==> src/rtl/bg_scroll_controller.sv <==
// Horizontal background scroll sequencer: advances the fine x offset each frame and,
// on a tile-boundary crossing, shifts the tile map one column left through RAM port A.
module bg_scroll_controller #(
  parameter int TILE_COLS  = 40,
  parameter int TILE_ROWS  = 30,
  parameter int TILE_WIDTH = 16
) (
  input  logic        clk,
  input  logic        reset,
  input  logic        frame_tick,
  input  logic        scroll_en,
  input  logic [3:0]  scroll_speed,
  output logic [3:0]  x_offset,
  output logic        busy,
  output logic        frame_overrun,
  output logic [15:0] ram_addr,
  output logic        ram_we,
  output logic [15:0] ram_wdata,
  input  logic [15:0] ram_rdata,
  output logic        col_req,
  output logic [4:0]  col_row,
  input  logic        col_valid,
  input  logic [15:0] col_tile,
  input  logic        host_req,
  input  logic [10:0] host_addr,
  input  logic [15:0] host_data,
  output logic        host_ack
);

  typedef enum logic [2:0] {IDLE, RD, WR, NEWCOL, DONE} state_t;

  localparam logic [15:0] COLS_W         = 16'(TILE_COLS);
  localparam logic [4:0]  WIDTH_W        = 5'(TILE_WIDTH);
  localparam logic [5:0]  LAST_SHIFT_COL = 6'(TILE_COLS - 2);
  localparam logic [4:0]  LAST_ROW       = 5'(TILE_ROWS - 1);

  state_t      state;
  logic [4:0]  row;
  logic [5:0]  col;
  logic [3:0]  pend;
  logic        ack_prev;
  logic [4:0]  acc;
  logic [15:0] row_base;

  assign acc      = {1'b0, x_offset} + {1'b0, scroll_speed};
  assign row_base = 16'(row) * COLS_W;

  // Port A is decoded straight from state so each RD/WR pair costs exactly two cycles.
  always_comb begin
    ram_addr  = '0;
    ram_we    = 1'b0;
    ram_wdata = '0;
    host_ack  = 1'b0;
    case (state)
      IDLE: begin
        if (host_req && !frame_tick && !ack_prev) begin
          host_ack  = 1'b1;
          ram_we    = 1'b1;
          ram_addr  = {5'd0, host_addr};
          ram_wdata = host_data;
        end
      end
      RD: begin
        ram_addr = row_base + 16'(col) + 16'd1;
      end
      WR: begin
        ram_addr  = row_base + 16'(col);
        ram_wdata = ram_rdata;
        ram_we    = 1'b1;
      end
      NEWCOL: begin
        ram_addr = row_base + COLS_W - 16'd1;
        if (col_valid) begin
          ram_we    = 1'b1;
          ram_wdata = col_tile;
        end
      end
      default: begin
      end
    endcase
  end

  always_ff @(posedge clk or posedge reset) begin
    if (reset) begin
      state         <= IDLE;
      row           <= '0;
      col           <= '0;
      pend          <= '0;
      ack_prev      <= 1'b0;
      x_offset      <= '0;
      busy          <= 1'b0;
      frame_overrun <= 1'b0;
      col_req       <= 1'b0;
      col_row       <= '0;
    end else begin
      frame_overrun <= 1'b0;
      ack_prev      <= host_ack;
      // A tick during a shift drops that frame's advance entirely.
      if (frame_tick && state != IDLE) begin
        frame_overrun <= 1'b1;
      end
      case (state)
        IDLE: begin
          if (frame_tick && scroll_en) begin
            if (acc < WIDTH_W) begin
              x_offset <= acc[3:0];
            end else begin
              pend  <= 4'(acc - WIDTH_W);
              row   <= '0;
              col   <= '0;
              busy  <= 1'b1;
              state <= RD;
            end
          end
        end
        RD: begin
          state <= WR;
        end
        WR: begin
          if (col == LAST_SHIFT_COL) begin
            col_req <= 1'b1;
            col_row <= row;
            state   <= NEWCOL;
          end else begin
            col   <= col + 6'd1;
            state <= RD;
          end
        end
        NEWCOL: begin
          if (col_valid) begin
            col_req <= 1'b0;
            if (row == LAST_ROW) begin
              state <= DONE;
            end else begin
              row   <= row + 5'd1;
              col   <= '0;
              state <= RD;
            end
          end
        end
        DONE: begin
          x_offset <= pend;
          busy     <= 1'b0;
          state    <= IDLE;
        end
        default: begin
          state <= IDLE;
        end
      endcase
    end
  end

endmodule

==> config.mk <==
export PLATFORM = sky130hd
export DESIGN_NAME = bg_scroll_controller
export DESIGN_NICKNAME = d
export VERILOG_FILES = /design/src/rtl/bg_scroll_controller.sv
export SDC_FILE = /design/constraint.sdc
export NUM_CORES = 1
export LEC_CHECK = 0
export ABC_CLOCK_PERIOD_IN_PS = 5900
export BUFFER_PORTS_ARGS = -buffer_cell sky130_fd_sc_hd__buf_4
export CAP_MARGIN = 20
export CORE_ASPECT_RATIO = 0.6
export CORE_MARGIN = 1.5
export CORE_UTILIZATION = 33
export CTS_BUF_LIST = sky130_fd_sc_hd__clkbuf_8
export CTS_CLUSTER_SIZE = 40
export DETAILED_ROUTE_END_ITERATION = 6
export PLACE_DENSITY = 0.67
export SYNTH_ARGS = -nofsm -noshare
export SYNTH_HDL_FRONTEND = slang
export SYNTH_SLANG_ARGS = --single-unit
==> constraint.sdc <==
create_clock -name clk -period 5.9 [get_ports clk]
set_input_delay 0.295 -clock clk [delete_from_list [all_inputs] [get_ports clk]]
set_output_delay 0.295 -clock clk [all_outputs]
set_load 0.05 [all_outputs]
==> results.py <==
metrics = {
    "status": {
        "status": "finished, final reports clean",
    },
    "final_layout": {
        "syn_to_final_growth_pct": 38.69,
        "fillers": 714,
        "nets": 495,
        "antenna_cells": 0,
        "layout-drive-gt1-share": 0.3103,
    },
    "power_and_ir_drop": {
        "power_density_mw_per_mm2": 565.5,
        "ir_worst_vdd_mv": 0.2785,
        "power_w": 0.002034,
        "p_leak_nw": 1.832,
    },
    "setup_path": {
        "start_kind": "flip-flop",
        "endpoint_kind": "primary output",
        "r2r_end": "row[3]",
        "worst-endpoint-arrival_ns": 3.26,
        "rr_startpoint": "state[0]",
        "reg2reg_depth": 6,
        "cp.required_ns": 5.61,
        "r2r_setup_slack_ns": 3.01,
        "critical_path_class": "flip-flop to primary output",
        "cp_max_fo": 8,
    },
    "floorplanning": {
        "fp.dieH_um": 71.67,
        "core_area_mm2": 0.007447,
        "initial_core_util": 0.3483,
        "ios": 115,
        "die_w_um": 117.5,
        "dieArea_mm2": 0.008418,
        "rows": 24,
    },
    "place": {
        "place.gp.congestion": 0.8693,
        "hpwl_um": 5921,
        "io_buffers": 109,
    },
    "sta": {
        "finalSetupViolations": 0,
        "fin_tns_setup_ns": 0,
        "final-hold-violation-count": 0,
        "rsz0062_at_grt": "false",
        "period_share": 0.6030,
        "skew_ns": 0.006044,
        "slew_headroom": 0.3350,
        "min_period_ns": 3.558,
        "finalMaxSlewViolations": 0,
        "worst_slew_pin_slew_ns": 0.9954,
        "hold_slack_ns": 0.09248,
        "fmax_ghz": 0.2811,
    },
    "global_route": {
        "grt_overflow": 0,
        "first_global_vias": 2562,
        "antenna_found_initial": 0,
        "grt.total_usage": 0.1828,
        "grt_max_degree": 32,
        "grt_pass1_wl_um": 12640,
    },
    "route": {
        "wirelength_um": 7821,
        "viasPerCell": 5.318,
        "num_vias": 2712,
        "final_antenna_net_count": 0,
        "drt_iter0_markers": 180,
        "wl_per_cell_um": 15.34,
        "first_pass_iters": 5,
        "drc": 0,
    },
    "clock_tree": {
        "cts.hold.buffers_added": 0,
        "htreeDepth": 2,
        "insertion_delay_ns": 0.29,
        "cts.repair.resized": 0,
        "clock-sinks": 31,
        "cts_buffer_depth": 2,
        "cts-root-buf": "clkbuf_8",
        "cts_tree": "done",
        "clkTransAtPathRegs_ns": 0.07,
        "cts_setup_buffers": 0,
        "cts_buffers": 5,
    },
    "logic_synthesis": {
        "synth_top_area_share": 0.2991,
        "synthTopCellsByArea": "dfrtp_1, ha_1, a222oi_1",
        "seq_area_frac_synth": 0.2991,
        "synthTopCellsByCount": "dfrtp_1, nand2_1, inv_1",
        "synth_top_cell_by_area": "dfrtp_1",
        "ys.flop_type": "dfrtp_1",
        "yosysWarningCount": 0,
        "syn_area_per_cell_um2": 8.560,
        "synth_area_mm2": 0.002594,
        "ys_ff_latch": 31,
        "postSynthCellCount": 303,
        "synth_edf_count": 0,
        "postSynth.asyncResetShare": 1.000,
        "synth.distinct_cells": 43,
    },
    "job": {
        "cap_violations": 0,
    },
    "min_path": {
        "hold_class": "input port to async pin",
    },
}
[flip-flops by register name (all words and copies together), names as in the netlist]
| register | cells |
|---|---|
| busy | 1 |
| x_offset | 4 |
| state | 3 |
| col | 6 |
| row | 5 |
| col_req | 1 |
| frame_overrun | 1 |
| col_row | 5 |
| ack_prev | 1 |
| pend | 4 |
[layout make-up]
cell class              count  area, um^2  share of cell area
multi-input cells         230        1639              0.4557
clock buffers               6       82.58             0.02296
inverters                  25       93.84             0.02609
flip-flops and latches     31       775.7              0.2157
repair buffers            112       840.8              0.2337
well taps                 104       130.1             0.03617
clock inverters             2       35.03            0.009739
[cells by family (layout without fill, tap and decap cells)]
family	after synthesis	count (layout)	synth area share
multiplexers	11	11	0.04583
other	1	5	0.001446
buffers and inverters	46	145	0.07477
flip-flops	31	31	0.2991
adder cells (fa/ha/maj)	21	21	0.1100
AND/OR/NAND/NOR	90	90	0.1659
XOR/XNOR	20	20	0.06754
AO/OA/AOI/OAI	83	83	0.2354
[worst max-delay path by stage]
stage,startpoint,to,slack [ns],cells past startpoint
floorplan,row[1],ram_addr[9],2.52,8
global placement,row[1],ram_addr[9],2.83,9
detailed placement,row[1],ram_addr[9],2.71,9
CTS,row[1],ram_addr[9],2.38,9
global route,row[1],ram_addr[8],2.16,9
finish,row[1],ram_addr[9],2.34,9
[critical path: stages (launching register included)]
cell,delay [ns]
dfrtp_1,0.49
ha_1,0.34
ha_1,0.23
fa_1,0.40
xnor2_1,0.56
nor3_1,0.17
xor2_1,0.20
xor2_1,0.19
o211ai_1,0.16
buf_4,0.23
[cells in the final DEF (no fill, tap or decap), types with 2 or more instances in the layout]
master    Yosys  layout
mux2i_1       4       4
and3_1        2       2
nor2_1       19      19
dfrtp_1      31      31
xnor2_1       8       8
a222oi_1     21      21
conb_1        1       5
xor2_1       12      12
o31ai_1       6       6
nand2_1      31      31
a22oi_1       2       2
mux2_1        4       4
nor2b_1       6       6
and2_1        3       3
nor3_1        5       5
o21ai_0      13      13
a21oi_1      17      17
or4_1         3       3
o21ai_1       6       6
ha_1         18      18
buf_4         5     112
nand4_1       3       3
nand2b_1      6       6
nand3_1       9       9
fa_1          3       3
a21o_1        5       5
clkbuf_8      0       6
o211ai_1      4       4
mux2_2        3       3
inv_1        25      25
a21boi_1      2       2
[per-layer routing]
layer | routed length [um] | GRT usage | vias to the layer above
met5 | 0 | 0 | -
met4 | 31 | 0.02846 | 0
met3 | 624 | 0.05175 | 6
met2 | 3433 | 0.2856 | 113
met1 | 3731 | 0.2577 | 1294
li1 | - | - | 1299
[metrics by stage]
step           instances    util  setup WS [ns]  area (um^2)
6_report             510  0.4830          2.342         3597
5_1_grt              510  0.4830          2.159         3597
4_1_cts              510  0.4830          2.381         3597
3_5_place_dp         502  0.4672          2.711         3480
3_3_place_gp         502  0.4672          2.827         3480
2_1_floorplan        307       -          2.525         2609
[report_power, final]
| group | internal (W) | switching, W | total (W) | leakage, nW |
|---|---|---|---|---|
| Clock | 0.000137 | 0.0000867 | 0.000223 | 0.0612 |
| Sequential | 0.000275 | 0.0000958 | 0.000371 | 0.401 |
| Combinational | 0.000484 | 0.000956 | 0.00144 | 1.37 |
Power figures use the tool's default switching activity.
